===== src/rtl/cmsdk_mcu_ahb_resp_mux_pkg.sv =====
// Shared definitions for the AHB data-phase response multiplexer and its
// built-in default slave.
package cmsdk_mcu_ahb_resp_mux_pkg;

    localparam int NUM_SLV   = 6;
    localparam int SLV_FLASH = 0;
    localparam int SLV_SDRAM = 1;
    localparam int SLV_APB   = 2;
    localparam int SLV_CPU2  = 3;
    localparam int SLV_DMA   = 4;
    localparam int SLV_DEF   = 5;

    localparam logic [1:0] HTRANS_IDLE   = 2'b00;
    localparam logic [1:0] HTRANS_BUSY   = 2'b01;
    localparam logic [1:0] HTRANS_NONSEQ = 2'b10;
    localparam logic [1:0] HTRANS_SEQ    = 2'b11;

    typedef enum logic [1:0] {
        DS_IDLE = 2'b00,
        DS_ERR1 = 2'b01,
        DS_ERR2 = 2'b10
    } ds_state_e;

    function automatic logic isActiveTrans(input logic [1:0] htrans);
        logic active;
        case (htrans)
            HTRANS_NONSEQ, HTRANS_SEQ: active = 1'b1;
            HTRANS_IDLE, HTRANS_BUSY:  active = 1'b0;
            default:                   active = 1'b0;
        endcase
        return active;
    endfunction

    // Lowest index wins, so the slave ordering above doubles as the priority order.
    function automatic logic [NUM_SLV-1:0] prioritySelect(input logic [NUM_SLV-1:0] v);
        return v & (~v + {{(NUM_SLV-1){1'b0}}, 1'b1});
    endfunction

    function automatic logic multiHot(input logic [NUM_SLV-1:0] v);
        return (v & (v - {{(NUM_SLV-1){1'b0}}, 1'b1})) != '0;
    endfunction

endpackage


===== src/rtl/cmsdk_mcu_ahb_default_slave.sv =====
// Default slave for unmapped regions: answers NONSEQ/SEQ with a two-cycle
// ERROR response and IDLE/BUSY with a zero-wait OKAY.
module cmsdk_mcu_ahb_default_slave
    import cmsdk_mcu_ahb_resp_mux_pkg::*;
(
    input  logic       hclk,
    input  logic       hreset,
    input  logic       hsel,
    input  logic [1:0] htrans,
    input  logic       hready,
    output logic       hreadyout,
    output logic       hresp
);

    ds_state_e state_q, state_d;
    logic      newErr;

    assign newErr = hready & hsel & isActiveTrans(htrans);

    always_ff @(posedge hclk) begin
        if (hreset) begin
            state_q <= DS_IDLE;
        end else begin
            state_q <= state_d;
        end
    end

    always_comb begin
        state_d   = state_q;
        hreadyout = 1'b1;
        hresp     = 1'b0;
        case (state_q)
            DS_IDLE: begin
                if (newErr) begin
                    state_d = DS_ERR1;
                end
            end
            DS_ERR1: begin
                hreadyout = 1'b0;
                hresp     = 1'b1;
                state_d   = DS_ERR2;
            end
            DS_ERR2: begin
                hresp   = 1'b1;
                state_d = newErr ? DS_ERR1 : DS_IDLE;
            end
            default: begin
                state_d = DS_IDLE;
            end
        endcase
    end

endmodule


===== src/rtl/cmsdk_mcu_ahb_resp_mux.sv =====
// AHB-Lite return-path multiplexer: registers the decoder's one-hot select at
// each accepted address phase and routes that slave's response to the master.
module cmsdk_mcu_ahb_resp_mux
    import cmsdk_mcu_ahb_resp_mux_pkg::*;
#(
    parameter int              DW        = 32,
    parameter logic [DW-1:0]   ERR_RDATA = '0
) (
    input  logic          hclk,
    input  logic          hreset,
    input  logic [1:0]    htrans,
    input  logic          hready,
    input  logic          flash_hsel,
    input  logic          sdram_hsel,
    input  logic          apbbus_hsel,
    input  logic          cpu2_hsel,
    input  logic          dma_hsel,
    input  logic          defslv_hsel,
    input  logic          flash_hreadyout,
    input  logic          sdram_hreadyout,
    input  logic          apbbus_hreadyout,
    input  logic          cpu2_hreadyout,
    input  logic          dma_hreadyout,
    input  logic          flash_hresp,
    input  logic          sdram_hresp,
    input  logic          apbbus_hresp,
    input  logic          cpu2_hresp,
    input  logic          dma_hresp,
    input  logic [DW-1:0] flash_hrdata,
    input  logic [DW-1:0] sdram_hrdata,
    input  logic [DW-1:0] apbbus_hrdata,
    input  logic [DW-1:0] cpu2_hrdata,
    input  logic [DW-1:0] dma_hrdata,
    output logic          hready_out,
    output logic          hresp_out,
    output logic [DW-1:0] hrdata_out,
    output logic          sel_conflict
);

    logic [NUM_SLV-1:0] hselVec;
    logic [NUM_SLV-1:0] hselPri;
    logic [NUM_SLV-1:0] sel_q, sel_d;
    logic               conflict_q, conflict_d;
    logic               dsReadyOut;
    logic               dsResp;

    always_comb begin
        hselVec            = '0;
        hselVec[SLV_FLASH] = flash_hsel;
        hselVec[SLV_SDRAM] = sdram_hsel;
        hselVec[SLV_APB]   = apbbus_hsel;
        hselVec[SLV_CPU2]  = cpu2_hsel;
        hselVec[SLV_DMA]   = dma_hsel;
        hselVec[SLV_DEF]   = defslv_hsel;
    end

    assign hselPri = prioritySelect(hselVec);

    always_comb begin
        sel_d      = sel_q;
        conflict_d = conflict_q;
        if (hready) begin
            sel_d = hselPri;
            if (multiHot(hselVec)) begin
                conflict_d = 1'b1;
            end
        end
    end

    always_ff @(posedge hclk) begin
        if (hreset) begin
            sel_q      <= '0;
            conflict_q <= 1'b0;
        end else begin
            sel_q      <= sel_d;
            conflict_q <= conflict_d;
        end
    end

    assign sel_conflict = conflict_q;

    // The FSM sees the priority-filtered select so a masked defslv hit never starts an error.
    cmsdk_mcu_ahb_default_slave u_default_slave (
        .hclk      (hclk),
        .hreset    (hreset),
        .hsel      (hselPri[SLV_DEF]),
        .htrans    (htrans),
        .hready    (hready),
        .hreadyout (dsReadyOut),
        .hresp     (dsResp)
    );

    always_comb begin
        hready_out = 1'b1;
        hresp_out  = 1'b0;
        hrdata_out = ERR_RDATA;
        if (sel_q[SLV_FLASH]) begin
            hready_out = flash_hreadyout;
            hresp_out  = flash_hresp;
            hrdata_out = flash_hrdata;
        end else if (sel_q[SLV_SDRAM]) begin
            hready_out = sdram_hreadyout;
            hresp_out  = sdram_hresp;
            hrdata_out = sdram_hrdata;
        end else if (sel_q[SLV_APB]) begin
            hready_out = apbbus_hreadyout;
            hresp_out  = apbbus_hresp;
            hrdata_out = apbbus_hrdata;
        end else if (sel_q[SLV_CPU2]) begin
            hready_out = cpu2_hreadyout;
            hresp_out  = cpu2_hresp;
            hrdata_out = cpu2_hrdata;
        end else if (sel_q[SLV_DMA]) begin
            hready_out = dma_hreadyout;
            hresp_out  = dma_hresp;
            hrdata_out = dma_hrdata;
        end else if (sel_q[SLV_DEF]) begin
            hready_out = dsReadyOut;
            hresp_out  = dsResp;
        end
    end

endmodule


===== config.mk =====
export PLATFORM = sky130hd
export DESIGN_NAME = cmsdk_mcu_ahb_resp_mux
export DESIGN_NICKNAME = d
export VERILOG_FILES = /design/src/rtl/cmsdk_mcu_ahb_resp_mux_pkg.sv /design/src/rtl/cmsdk_mcu_ahb_default_slave.sv /design/src/rtl/cmsdk_mcu_ahb_resp_mux.sv
export SDC_FILE = /design/constraint.sdc
export NUM_CORES = 1
export LEC_CHECK = 0
export CORE_ASPECT_RATIO = 0.7
export CORE_UTILIZATION = 30
export DETAILED_ROUTE_END_ITERATION = 16
export PLACE_DENSITY = 0.88
export SLEW_MARGIN = 10
export SYNTH_ARGS = -nofsm -noshare
export SYNTH_HDL_FRONTEND = slang
export SYNTH_SLANG_ARGS = --single-unit

===== constraint.sdc =====
create_clock -name hclk -period 2 [get_ports hclk]
set_input_delay 0.2 -clock hclk [delete_from_list [all_inputs] [get_ports hclk]]
set_output_delay 0.2 -clock hclk [all_outputs]
set_load 0.03 [all_outputs]

Yosys cells after proc, flatten, opt, wreduce, memory -nomap -nowiden
Cells that the tools add are included.
{"block": "word_totals", "reg_bits": 9, "in_bits": 181, "output_inout_bits": 35}
{"block": "op_classes", "add_sub_neg": 2, "eq_ne": 6, "mux": 23, "n_bitwise": 5, "reduce_logical": 7}
{"cell": "2-to-1 mux 32 bit", "count": 5}
{"cell": "2-to-1 mux 1 bit", "count": 15}
{"cell": "AND 6 bit", "count": 2}
{"cell": "adder 6 x 1 -> 6 bit (second input constant)", "count": 1}
{"cell": "== test 2 bit (second input constant)", "count": 3}
{"cell": "NOT 6 bit", "count": 1}
{"cell": "one-hot mux 2 bit (3 select lines)", "count": 1}
{"cell": "nonzero test 6 bit", "count": 1}
{"cell": "OR reduction 2 bit", "count": 3}
{"cell": "subtractor 6 x 1 -> 6 bit (second input constant)", "count": 1}
{"cell": "== test 2 x 1 -> 1 bit (second input constant)", "count": 2}
{"cell": "zero test 2 bit", "count": 2}
{"cell": "AND 1 bit", "count": 2}
{"cell": "2-to-1 mux 2 bit", "count": 1}
{"cell": "!= test 2 x 1 -> 1 bit (second input constant)", "count": 1}
{"cell": "one-hot mux 1 bit (2 select lines)", "count": 1}
{"cell": "AND reduction 2 bit", "count": 1}

Logic depth before layout (Yosys ltp)
Gate-level depths: netlist (run 1).
{"block": "logic_depth", "depth_word": 9, "depth_mapped": 6}

By module
Synthesis (run 1) repeated with hierarchy kept, for this count alone.
{"block": "hier_totals", "cells_unflattened": 332, "hier_area_um2": 2142.1}
{"mod": "cmsdk_mcu_ahb_resp_mux", "n_inst": 1, "cells_each": 314, "area_each_um2": 1969.4}
{"mod": "cmsdk_mcu_ahb_default_slave", "n_inst": 1, "cells_each": 18, "area_each_um2": 172.7}

Worst setup path after synthesis (run 1)
Ideal clock, no wire load.
{"block": "synth_timing", "path_kind": "register -> output", "from": "reg u_default_slave.state_q[0]", "to": "out hresp_out", "arrival_ns": 1.874, "required_ns": 1.800, "slack_ns": -0.074, "path_stages_with_launch": 6, "path_cell_list": "dfxtp_1 -> inv_1 -> ha_1 -> nand3b_1 -> a221o_1 -> a221oi_1"}
{"block": "synth_between", "elab_chain_len": 9}
{"item": "start, declared", "line": "cmsdk_mcu_ahb_default_slave.sv:15", "source": "ds_state_e state_q, state_d;"}
{"item": "start signal, assigned", "line": "cmsdk_mcu_ahb_default_slave.sv:24", "source": "state_q <= state_d;"}
{"item": "== test 2 x 1 -> 1 bit / == test 2 bit (equally long branches)", "line": "cmsdk_mcu_ahb_default_slave.sv:32", "source": "case (state_q)"}
{"item": "OR reduction 2 bit (no source line) *"}
{"item": "2-to-1 mux 1 bit *", "line": "cmsdk_mcu_ahb_default_slave.sv:32"}
{"item": "2-to-1 mux 1 bit *", "line": "cmsdk_mcu_ahb_resp_mux.sv:117", "source": "end else if (sel_q[SLV_DEF]) begin"}
{"item": "2-to-1 mux 1 bit *", "line": "cmsdk_mcu_ahb_resp_mux.sv:113", "source": "end else if (sel_q[SLV_DMA]) begin"}
{"item": "2-to-1 mux 1 bit *", "line": "cmsdk_mcu_ahb_resp_mux.sv:109", "source": "end else if (sel_q[SLV_CPU2]) begin"}
{"item": "2-to-1 mux 1 bit *", "line": "cmsdk_mcu_ahb_resp_mux.sv:105", "source": "end else if (sel_q[SLV_APB]) begin"}
{"item": "2-to-1 mux 1 bit *", "line": "cmsdk_mcu_ahb_resp_mux.sv:101", "source": "end else if (sel_q[SLV_SDRAM]) begin"}
{"item": "2-to-1 mux 1 bit *", "line": "cmsdk_mcu_ahb_resp_mux.sv:97", "source": "if (sel_q[SLV_FLASH]) begin"}
{"item": "end, declared", "line": "cmsdk_mcu_ahb_resp_mux.sv:35", "source": "output logic hresp_out,"}
Mark *: on every way between the ends. The rest lies on a longest branch, timed or not.

Worst setup path in the final report (run 1)
{"block": "layout_timing", "from": "reg u_default_slave.state_q[1]", "to": "out hresp_out"}
Same word-level chain as after synthesis.

==> run summary, run 1 <==
The first global-routing pass estimated 14210 um of wire. The top cell type by area accounts for 24.72% of the synthesized area. The fraction of registers with async set or reset after synthesis is 0%. The sum of internal, switching and leakage power came out at 0.001263 W.

The I/O pin total is 216. The worst-case clock buffer depth is 2. The initial antenna violation count came out at 0. Summing every instance area after synthesis gives 0.002106 mm2.

The post-detailed-placement half-perimeter wirelength is 7752 um. The routed layout has 3267 vias. The highest ir drop seen on vdd came out at 0.1397 mV. The count of pins over their slew limit came out at 0. The final hold slack is 0.5259 ns.

The signal on the critical path passes through inv_4, ha_4, nand3b_1, a221o_1, a221oi_2, buf_4. For this run, design rule violations remaining after detail routing come to 0. The post-detailed-routing wire length is 9847 um. The data required time of the worst path is 1.80 ns. The number of global-route vias before repair came to 3016. Clock tree synthesis inserted a total of 3 buffers. The worst slew slack as a fraction of its limit is 66.47%.

The transition time at the pin with the least slew margin is 0.5030 ns. The remaining antenna violation count after routing is 0. Synthesis inferred 9 register bits. Setup repair after global routing could not meet its margin everywhere.

The share of total power in sequential cells is 15.5%. Global routing used 24.26% of the available tracks. Cells fill 65.43% of the core in the end. In this run the power spent charging and discharging nets is 0.0004383 W. The worst setup path is captured at a primary output. By area the synthesized netlist is led by a21oi_1 25%, a221o_1 16%, nand3b_1 12%. The leakage power is 1.716 nW.

Timing analysis after detailed placement gives a worst setup slack of 0.09310 ns. STA classifies the critical path startpoint as a register. The count of nets after finishing came out at 721. The area growth from synthesis to layout is 109.9%.

The post-placement cell area came out at 0.004335 mm2. The number of buffers inserted for hold repair after clock tree synthesis is 0. Derived from the worst setup path, the maximum achievable clock frequency is 518.8 MHz. The final critical path takes up 96.37% of the cycle. Along the worst path, the maximum fanout reaches 4. The starting density of the core is 31.17%. The number of input and output port buffers inserted is 214. The critical path is of the register to primary output type.

The standard cell core area came out at 0.006756 mm2. The most instantiated library cell after synthesis is a21oi_1. Summed over all layers, the global routing overflow is 0. Routability-driven placement finished with a final weighted congestion of 0.8608. The maximum single-stage delay on the critical path came out at 0.37 ns.

In this run, the clock network consumes 16.4% of the power. The count of standard-cell rows came out at 25. The register area share after synthesis came out at 8.556%.

The mux share of post-synthesis cell area is 0.9507%. The per-cell via count in the routed design came out at 5.202. Entering global routing, the biggest net connects 37 pins. The worst setup skew after layout is 0.00002216 ns.

The power density of the placed cells came out at 285.7 mW/mm2. The setup slack after layout came out at 0.07265 ns. The post-synthesis adder-cell area fraction came out at 2.971%. The width of the chip is 102.1 um. The floorplan die area came out at 0.007363 mm2. The total iterations of the first detailed-routing run is 4. The number of filler instances in the final layout came out at 577. By area, the combinational part of the netlist is dominated by compound AO/OA/AOI/OAI gates. The TritonCTS clock tree is done. The net switching fraction of the power is 34.70%. The cell family contributing the most delay on the critical path is compound AO/OA/AOI/OAI gates. In the synthesized netlist the dominant register cell turns out to be dfxtp_1.

The total nets after synthesis came out at 519. The fraction of the mapped netlist area in simple logic gates is 29.71%. The clock period minus final worst setup slack is 1.927 ns. The number of hold-slack violations in the final timing report came to 0.

The warning count from the yosys run came out at 0. The synthesized-area fraction occupied by ao, oa, aoi and oai cells came out at 44.50%. The worst endpoint data arrival time is 1.73 ns.

The setup-violating endpoint count in the final report is 0. The number of enable-type register cells in the synthesized netlist came out at 0. The number of buffers and inverters on the critical path is 2. The internal power of the cells totals 0.0008247 W. The wire length per cell is 15.68 um. The commonest cells after synthesis are 104 x a21oi_1, 37 x inv_1, 35 x nand3b_1, 35 x nor2b_1, 34 x a221o_1. The starting DRC count in detailed routing is 134.

Summing all non-filler instances in the final layout gives an area of 0.004420 mm2. The clock edge transition at the registers on the reported setup and hold paths came out at 0.04 ns. The reported max-cap violation count is 0. The cell sitting at the root of the clock tree is a clkbuf_8. The path class of the tightest hold or removal check is register to register.

The slowest stage of the critical path is the dfxtp_4 cell. The vertical die dimension came out at 72.10 um. The synthesized netlist contains 30 unique library cells. The number of standard cells after synthesis is 333. The synthesized-area fraction occupied by xor and xnor cells is 0%.

The clock sink total came out at 9. The number of H-tree levels came out at 1. Per report_power, the combinational group accounts for 68.1% of the total. The flow ran to the end, and the final reports show no timing, DRC or antenna violations.

The later pin in the worst-skew pair is clocked with a latency of 0.23 ns. The number of antenna cells inserted is 0. The largest total area in the synthesized netlist belongs to a21oi_1. The average cell area after synthesis is 6.324 um2. The post-route netlist has 12.73% of its cells at a drive strength greater than 1.
-- final cells by class --
class	instances	area (um2)	share of cell area, %
repair buffers	234	2257	51.06
well taps	94	117.6	2.661
flip-flops and latches	9	195.2	4.416
multi-input cells	250	1664	37.65
inverters	37	141.4	3.198
clock buffers	4	45.04	1.019
-- path summary, 6_finish.rpt --
| path | from | end | slack, ns | cells after the start |
|---|---|---|---|---|
| min reg2reg | sel_q[5]$_SDFFE_PP0P_ | sel_q[5]$_SDFFE_PP0P_ | 0.53 | 2 |
| max | u_default_slave.state_q[1]$_SDFFE_PP0P_ | hresp_out | 0.07 | 6 |
| min | sel_q[5]$_SDFFE_PP0P_ | sel_q[5]$_SDFFE_PP0P_ | 0.53 | 2 |
| max reg2reg | u_default_slave.state_q[0]$_SDFFE_PP0P_ | u_default_slave.state_q[0]$_SDFFE_PP0P_ | 0.59 | 4 |
-- layer usage --
layer	wire length [um]	global-route usage [%]	vias up	share of wire [%]
li1	-	-	1614	-
met1	3846	27.62	1484	39
met2	4842	44.44	145	49
met3	860	5.202	24	8.7
met4	298	9.048	0	3.0
met5	0	0	-	0
-- registers in the layout, summed over array words and instances, names as in the netlist --
signal	count
sel_conflict	1
sel_q	6
u_default_slave.state_q	2
-- through the flow --
stage          cells  setup TNS [ns]
2_1_floorplan    333               0
3_3_place_gp     622               0
3_5_place_dp     622               0
4_1_cts          626               0
5_1_grt          628        -0.01759
6_report         628               0
-- cells in the final DEF (no fill, tap or decap), types with 5 or more instances in the layout --
cell	count
a21oi_1	104
a221o_1	34
buf_4	50
clkdlybuf4s50_1	180
inv_1	35
nand2b_1	5
nand3b_1	35
nor2_1	8
nor2b_1	35
-- power groups by stage --
| stage | logic [W] | clock network (W) | registers, W |
|---|---|---|---|
| floorplan | 0.000339 | 0 | 0.000194 |
| global placement | 0.000844 | 0 | 0.000203 |
| detailed placement | 0.000857 | 0 | 0.000203 |
| CTS | 0.000861 | 0.000216 | 0.000200 |
| global route | 0.000913 | 0.000225 | 0.000198 |
| finish | 0.000860 | 0.000207 | 0.000196 |
-- tightest hold or removal path: stages (launching register included) --
cell	delay (ns)
dfxtp_1	0.33
nand2b_1	0.07
a21oi_1	0.07
-- cells by family (layout without fill, tap and decap cells) --
kind of cell	Yosys count	count (layout)
flip-flops	9	9
multiplexers	2	2
adder cells (fa/ha/maj)	5	5
AO/OA/AOI/OAI	149	149
AND/OR/NAND/NOR	94	94
buffers and inverters	74	275
-- what timing repair did --
action / in CTS / in global routing
resized for setup: 1 / 8
buffers inserted: 0 / 2
pin swaps: 0 / 3
endpoints found under the hold margin: 0 / 0
endpoints found under the setup margin: 1 / 2
Power figures use the tool's default switching activity.
==> run 2: changes to the inputs <==
--- a/config.mk
+++ b/config.mk
@@ -5,6 +5,7 @@
 export SDC_FILE = /design/constraint.sdc
 export NUM_CORES = 1
 export LEC_CHECK = 0
+export CAP_MARGIN = 20
 export CORE_ASPECT_RATIO = 0.7
 export CORE_UTILIZATION = 30
 export DETAILED_ROUTE_END_ITERATION = 16
==> results of run 2 <==
Final layout, timing and power as in run 1 (identical DEF).
